[src/rtl/decode_pipe_stage.sv]
// RV32 decode stage: register file with write-through bypass, immediate
// extension, load-use hazard detection and the ID/EX pipeline register.
module decode_pipe_stage #(
  parameter int XLEN     = 32,
  parameter int NREGS    = 32,
  parameter int CTRL_W   = 24,
  parameter bit ZERO_REG = 1'b1,
  localparam int AW      = $clog2(NREGS)
) (
  input  logic              clk,
  input  logic              rst,
  input  logic [31:0]       InstrD,
  input  logic              ValidD,
  input  logic [XLEN-1:0]   PCD,
  input  logic [CTRL_W-1:0] CtrlD,
  input  logic [2:0]        ImmSrcD,
  input  logic              MemReadD,
  input  logic              WE3,
  input  logic [AW-1:0]     A3,
  input  logic [XLEN-1:0]   WD3,
  input  logic              FlushE,
  output logic              StallD,
  output logic              ValidE,
  output logic [XLEN-1:0]   RD1E,
  output logic [XLEN-1:0]   RD2E,
  output logic [XLEN-1:0]   ImmExtE,
  output logic [XLEN-1:0]   PCE,
  output logic [AW-1:0]     Rs1E,
  output logic [AW-1:0]     Rs2E,
  output logic [AW-1:0]     RdE,
  output logic [CTRL_W-1:0] CtrlE,
  output logic              MemReadE,
  output logic              IllegalRegE,
  output logic [XLEN-1:0]   a0
);

  logic [XLEN-1:0] rf [NREGS];
  logic [AW-1:0]   rs1, rs2, rd;
  logic            wr_ok;
  logic [XLEN-1:0] rd1, rd2;
  logic [31:0]     imm32;
  logic [XLEN-1:0] imm_ext;
  logic            illegal;
  logic            load;

  assign rs1 = InstrD[15 +: AW];
  assign rs2 = InstrD[20 +: AW];
  assign rd  = InstrD[7 +: AW];

  assign wr_ok = WE3 && !(ZERO_REG && A3 == '0);

  // NOTE: the register file is reset like any other flop because a mid-run
  // reset must leave every entry at zero; this rules out a RAM macro.
  always_ff @(posedge clk or posedge rst) begin
    if (rst) begin
      for (int i = 0; i < NREGS; i++) rf[i] <= '0;
    end else if (wr_ok) begin
      rf[A3] <= WD3;
    end
  end

  // Write-through: an instruction reading the register being written back
  // this cycle sees the new value.
  assign rd1 = (ZERO_REG && rs1 == '0) ? '0 : (wr_ok && A3 == rs1) ? WD3 : rf[rs1];
  assign rd2 = (ZERO_REG && rs2 == '0) ? '0 : (wr_ok && A3 == rs2) ? WD3 : rf[rs2];
  assign a0  = rf[AW'(10)];

  // Any index field beyond the implemented registers, regardless of format.
  assign illegal = (int'(InstrD[19:15]) >= NREGS) ||
                   (int'(InstrD[24:20]) >= NREGS) ||
                   (int'(InstrD[11:7])  >= NREGS);

  always_comb begin
    // NOTE: default first so every path assigns imm32 and no latch is inferred.
    imm32 = '0;
    case (ImmSrcD)
      3'b000: imm32 = {{20{InstrD[31]}}, InstrD[31:20]};
      3'b001: imm32 = {{20{InstrD[31]}}, InstrD[31:25], InstrD[11:7]};
      3'b010: imm32 = {{19{InstrD[31]}}, InstrD[31], InstrD[7], InstrD[30:25],
                       InstrD[11:8], 1'b0};
      3'b011: imm32 = {InstrD[31:12], 12'b0};
      3'b100: imm32 = {{11{InstrD[31]}}, InstrD[31], InstrD[19:12], InstrD[20],
                       InstrD[30:21], 1'b0};
      default: imm32 = '0;
    endcase
  end

  assign imm_ext = XLEN'($signed(imm32));

  assign StallD = ValidD && ValidE && MemReadE && (RdE != '0) &&
                  ((RdE == rs1) || (RdE == rs2));

  // Flush, stall and an empty decode slot all produce the same all-zero bubble.
  assign load = ValidD && !FlushE && !StallD;

  // NOTE: non-blocking assignments so every E flop samples pre-edge values.
  always_ff @(posedge clk or posedge rst) begin
    if (rst) begin
      ValidE      <= 1'b0;
      RD1E        <= '0;
      RD2E        <= '0;
      ImmExtE     <= '0;
      PCE         <= '0;
      Rs1E        <= '0;
      Rs2E        <= '0;
      RdE         <= '0;
      CtrlE       <= '0;
      MemReadE    <= 1'b0;
      IllegalRegE <= 1'b0;
    end else begin
      ValidE      <= load;
      RD1E        <= load ? rd1 : '0;
      RD2E        <= load ? rd2 : '0;
      ImmExtE     <= load ? imm_ext : '0;
      PCE         <= load ? PCD : '0;
      Rs1E        <= load ? rs1 : '0;
      Rs2E        <= load ? rs2 : '0;
      RdE         <= load ? rd : '0;
      CtrlE       <= load ? CtrlD : '0;
      MemReadE    <= load && MemReadD;
      IllegalRegE <= load && illegal;
    end
  end

endmodule

[config.mk]
export PLATFORM = sky130hd
export DESIGN_NAME = decode_pipe_stage
export DESIGN_NICKNAME = d
export VERILOG_FILES = /design/src/rtl/decode_pipe_stage.sv
export SDC_FILE = /design/constraint.sdc
export NUM_CORES = 2
export LEC_CHECK = 0
export BUFFER_PORTS_ARGS = -buffer_cell sky130_fd_sc_hd__buf_2
export CORE_MARGIN = 2
export CORE_UTILIZATION = 25
export CTS_BUF_LIST = sky130_fd_sc_hd__clkbuf_16
export DETAILED_ROUTE_END_ITERATION = 8
export SLEW_MARGIN = 30
export SYNTH_ARGS = -nofsm -noshare
export SYNTH_HDL_FRONTEND = slang
export SYNTH_SLANG_ARGS = --single-unit
export TNS_END_PERCENT = 30
[constraint.sdc]
create_clock -name clk -period 67.9 [get_ports clk]
set_input_delay 13.58 -clock clk [delete_from_list [all_inputs] [get_ports clk]]
set_output_delay 13.58 -clock clk [all_outputs]
set_load 0.1 [all_outputs]
==> flow_metrics.env <==
export IMPL_synthesis_area_um2=60600
export IMPL_hp_class="flop to flop"
export IMPL_crit_slowest_cell="buf_2"
export IMPL_ys_ff_latch=1193
export IMPL_drv_slew=0
export IMPL_synthAdderAreaFrac_pct=0.0165
export IMPL_initial_utilization_pct=25.2
export IMPL_cp_max_fo=15
export IMPL_synth_avg_cell_area_um2=14.0
export IMPL_timing_rr_end="RD2E[20]$_DFF_PP0_"
export IMPL_min_delay_start="rf[1019]$_DFFE_PP0P_"
export IMPL_cts_num_sinks=1193
export IMPL_status="complete, no violations"
export IMPL_post_drt_via_cell_ratio=5.10
export IMPL_r2r_cells=10
export IMPL_synth_seq_area_share_pct=49.3
export IMPL_yosys_area_share_simple_pct=4.45
export IMPL_cts_resized=0
export IMPL_setup_tns_ns=0
export IMPL_fp_dieH_um=496
export IMPL_maxSlewHeadroom_pct=31.6
export IMPL_synth_main_ff_cell="dfrtp_1"
export IMPL_synthCells=4314
export IMPL_min_delay_worst_endpoint="rf[1019]$_DFFE_PP0P_"
export IMPL_hold_depth=0
export IMPL_rows=180
export IMPL_synth_top_area_share_pct=49.3
export IMPL_drive_gt1_share_pct=45.8
export IMPL_layout_common_cells="dfrtp_1, mux2_2, mux4_2"
export IMPL_worstSetupStartpoint="InstrD[24]"
export IMPL_worst_pin_slew_ns=1.02
export IMPL_gr_usage_all_layers_pct=15.9
export IMPL_hpwl_um=120000
export IMPL_cts_inserted_buffers=135
export IMPL_crit_required_ns=54.32
export IMPL_cts_tree="done"
export IMPL_grt_pass1_wl_um=289000
export IMPL_antenna_found_initial=28
export IMPL_numPortBuffers=328
export IMPL_synth_top_family_by_area="multiplexers"
export IMPL_fin_crit_sh_pct=42.4
export IMPL_cts_root_buffer="clkbuf_16"
export IMPL_worstPathCellList="buf_4 -> xor2_1 -> nor3_1 -> a22oi_1 -> nor3_2 -> buf_2"
export IMPL_total_power_mw=2.06
export IMPL_max_cap_violations=0
export IMPL_cpPeakStageDelay_ns=0.46
export IMPL_core_um2=241000
export IMPL_setup_slack_ns=39.12
export IMPL_synthDistinctLibCells=51
export IMPL_leakage_nw=30.7
export IMPL_synth_compound_area_share_pct=4.07
export IMPL_finalSetupViolCount=0
export IMPL_multi_input_area_um2=28700
export IMPL_die_w_um=496
export IMPL_rsz0062_at_grt="false"
export IMPL_arrival_ns=15.20
export IMPL_die_area_um2=246000
export IMPL_worstReg2RegStart="RdE[4]$_DFF_PP0_"
export IMPL_crit_type="primary input to output port"
export IMPL_postCtsSetupRepairBufs=0
export IMPL_yosys_area_top_type="dfrtp_1"
export IMPL_grt_max_degree=162
export IMPL_synth_edf_count=0
export IMPL_synth_xor_area_share_pct=0.304
export IMPL_synthArstFlopShare_pct=100
export IMPL_drc=0
export IMPL_seq_area_um2=29900
export IMPL_finalNetCount=4523
export IMPL_muxShareOfSynthArea_pct=38.0
export IMPL_drt_total_wl_um=197000
export IMPL_htreeDepth=4
export IMPL_ir_drop_mv=0.0269
export IMPL_first_pass_iters=7
export IMPL_dp_slack_ns=39.09
export IMPL_max_freq_ghz=0.0347
export IMPL_clk_latency_ns=0.79
export IMPL_cts_buffer_depth=3
export IMPL_endpoint_kind="output port"
export IMPL_cp_start_kind="primary input"
export IMPL_synth_warnings=0
export IMPL_fin_worst_skew_ns=0.0248
export IMPL_p_per_area_nw_per_um2=29.7
export IMPL_min_period_ns=28.78
export IMPL_first_iter_violations=3362
export IMPL_ios=337
export IMPL_num_fill_cells=24179
export IMPL_ant_nets=0
export IMPL_syn2layout_area_growth_pct=14.7
export IMPL_final_hold_viol_count=0
export IMPL_wl_per_cell_um=25.7
export IMPL_grt_pass1_vias=40641
export IMPL_r2r_slack_ns=63.44
export IMPL_ctsHoldBuffers=0
export IMPL_final_common_cell="dfrtp_1"
export IMPL_overflow=0
export IMPL_synth_fp_nets=4448
export IMPL_dr_total_vias=39139
export IMPL_gp_congestion=0.765
export IMPL_synth_top_cells_by_area="dfrtp_1, mux2_2, mux4_2"
export IMPL_clk_pin_slew_ns=0.06
[routing by layer]
layer	global-route usage [%]	routed length, um
met5	0	41
met4	5.20	6390
met3	3.03	12800
met2	25.3	92500
met1	21.6	85500
[stage by stage]
step,hold slack [ns],instance area (um^2),util (%),cells
after global placement,0.384,65000,27.0,7431
final,0.400,69500,28.9,7681
after CTS,0.400,69300,28.8,7672
after global routing,0.412,69500,28.9,7677
after floorplan,0.443,60600,-,4314
after detailed placement,0.388,65000,27.0,7433
[registers in the layout, summed over array words and instances (netlist names)]
name,cells
rf,992
MemReadE,1
RD1E,32
ValidE,1
Rs1E,5
CtrlE,24
Rs2E,5
RdE,5
PCE,32
ImmExtE,32
a0,32
RD2E,32
[worst max-delay path by stage]
stage,to,slack (ns),depth (start not counted)
after floorplan,CtrlE[0]$_DFF_PP0_,20.71,1
after global placement,StallD,39.07,6
after detailed placement,StallD,39.09,6
after CTS,StallD,39.09,6
after global routing,StallD,39.02,6
final,StallD,39.12,6
[kinds of logic (layout without fill, tap and decap cells)]
group,after synthesis,in the layout
multiplexers,1699,1699
AO/OA/AOI/OAI,357,357
flip-flops,1193,1193
AND/OR/NAND/NOR,541,541
other,1,6
buffers and inverters,501,678
XOR/XNOR,21,21
adder cells (fa/ha/maj),1,1
[synth_stat cells (all sizes together) (2+ instances only)]
master,number
a22oi,254
nand4b,4
mux4,381
a32oi,2
xor2,10
clkbuf,194
a31oi,3
nand2,44
nand3b,5
nor3b,12
nor3,72
a21oi,23
nor2b,10
nand2b,6
and3,4
o21ai,67
and2,73
mux2,996
mux2i,322
xnor2,11
or3,2
buf,301
inv,6
dfrtp,1193
o22a,3
nand4,5
nor2,163
nand3,133
nor4,3
[report_power, final]
| part | switching [mW] | internal [mW] | total (mW) | leakage, nW |
|---|---|---|---|---|
| logic | 0.217 | 0.208 | 0.425 | 13.1 |
| clock network | 0.316 | 0.404 | 0.720 | 2.19 |
| registers | 0.0845 | 0.831 | 0.916 | 15.5 |
| total | 0.618 | 1.44 | 2.06 | 30.7 |
[area by class of cell]
type	instances	area share, %
Multi-Input combinational cell	2620	41.3
Timing Repair Buffer	433	3.81
Clock buffer	137	4.93
Inverter	6	0.0432
Antenna cell	5	0.0180
Sequential cell	1193	43.0
Clock inverter	102	1.22
Tap cell	3185	5.74
[worst max-delay path, delay by kind of cell]
kind	cells	cell delay [ns]
xor gates and xnor gates	1	0.20
AOI/OAI and AO/OA	1	0.11
buffers and inverters	2	0.81
and+or+nand+nor	2	0.43
Power figures use the tool's default switching activity.
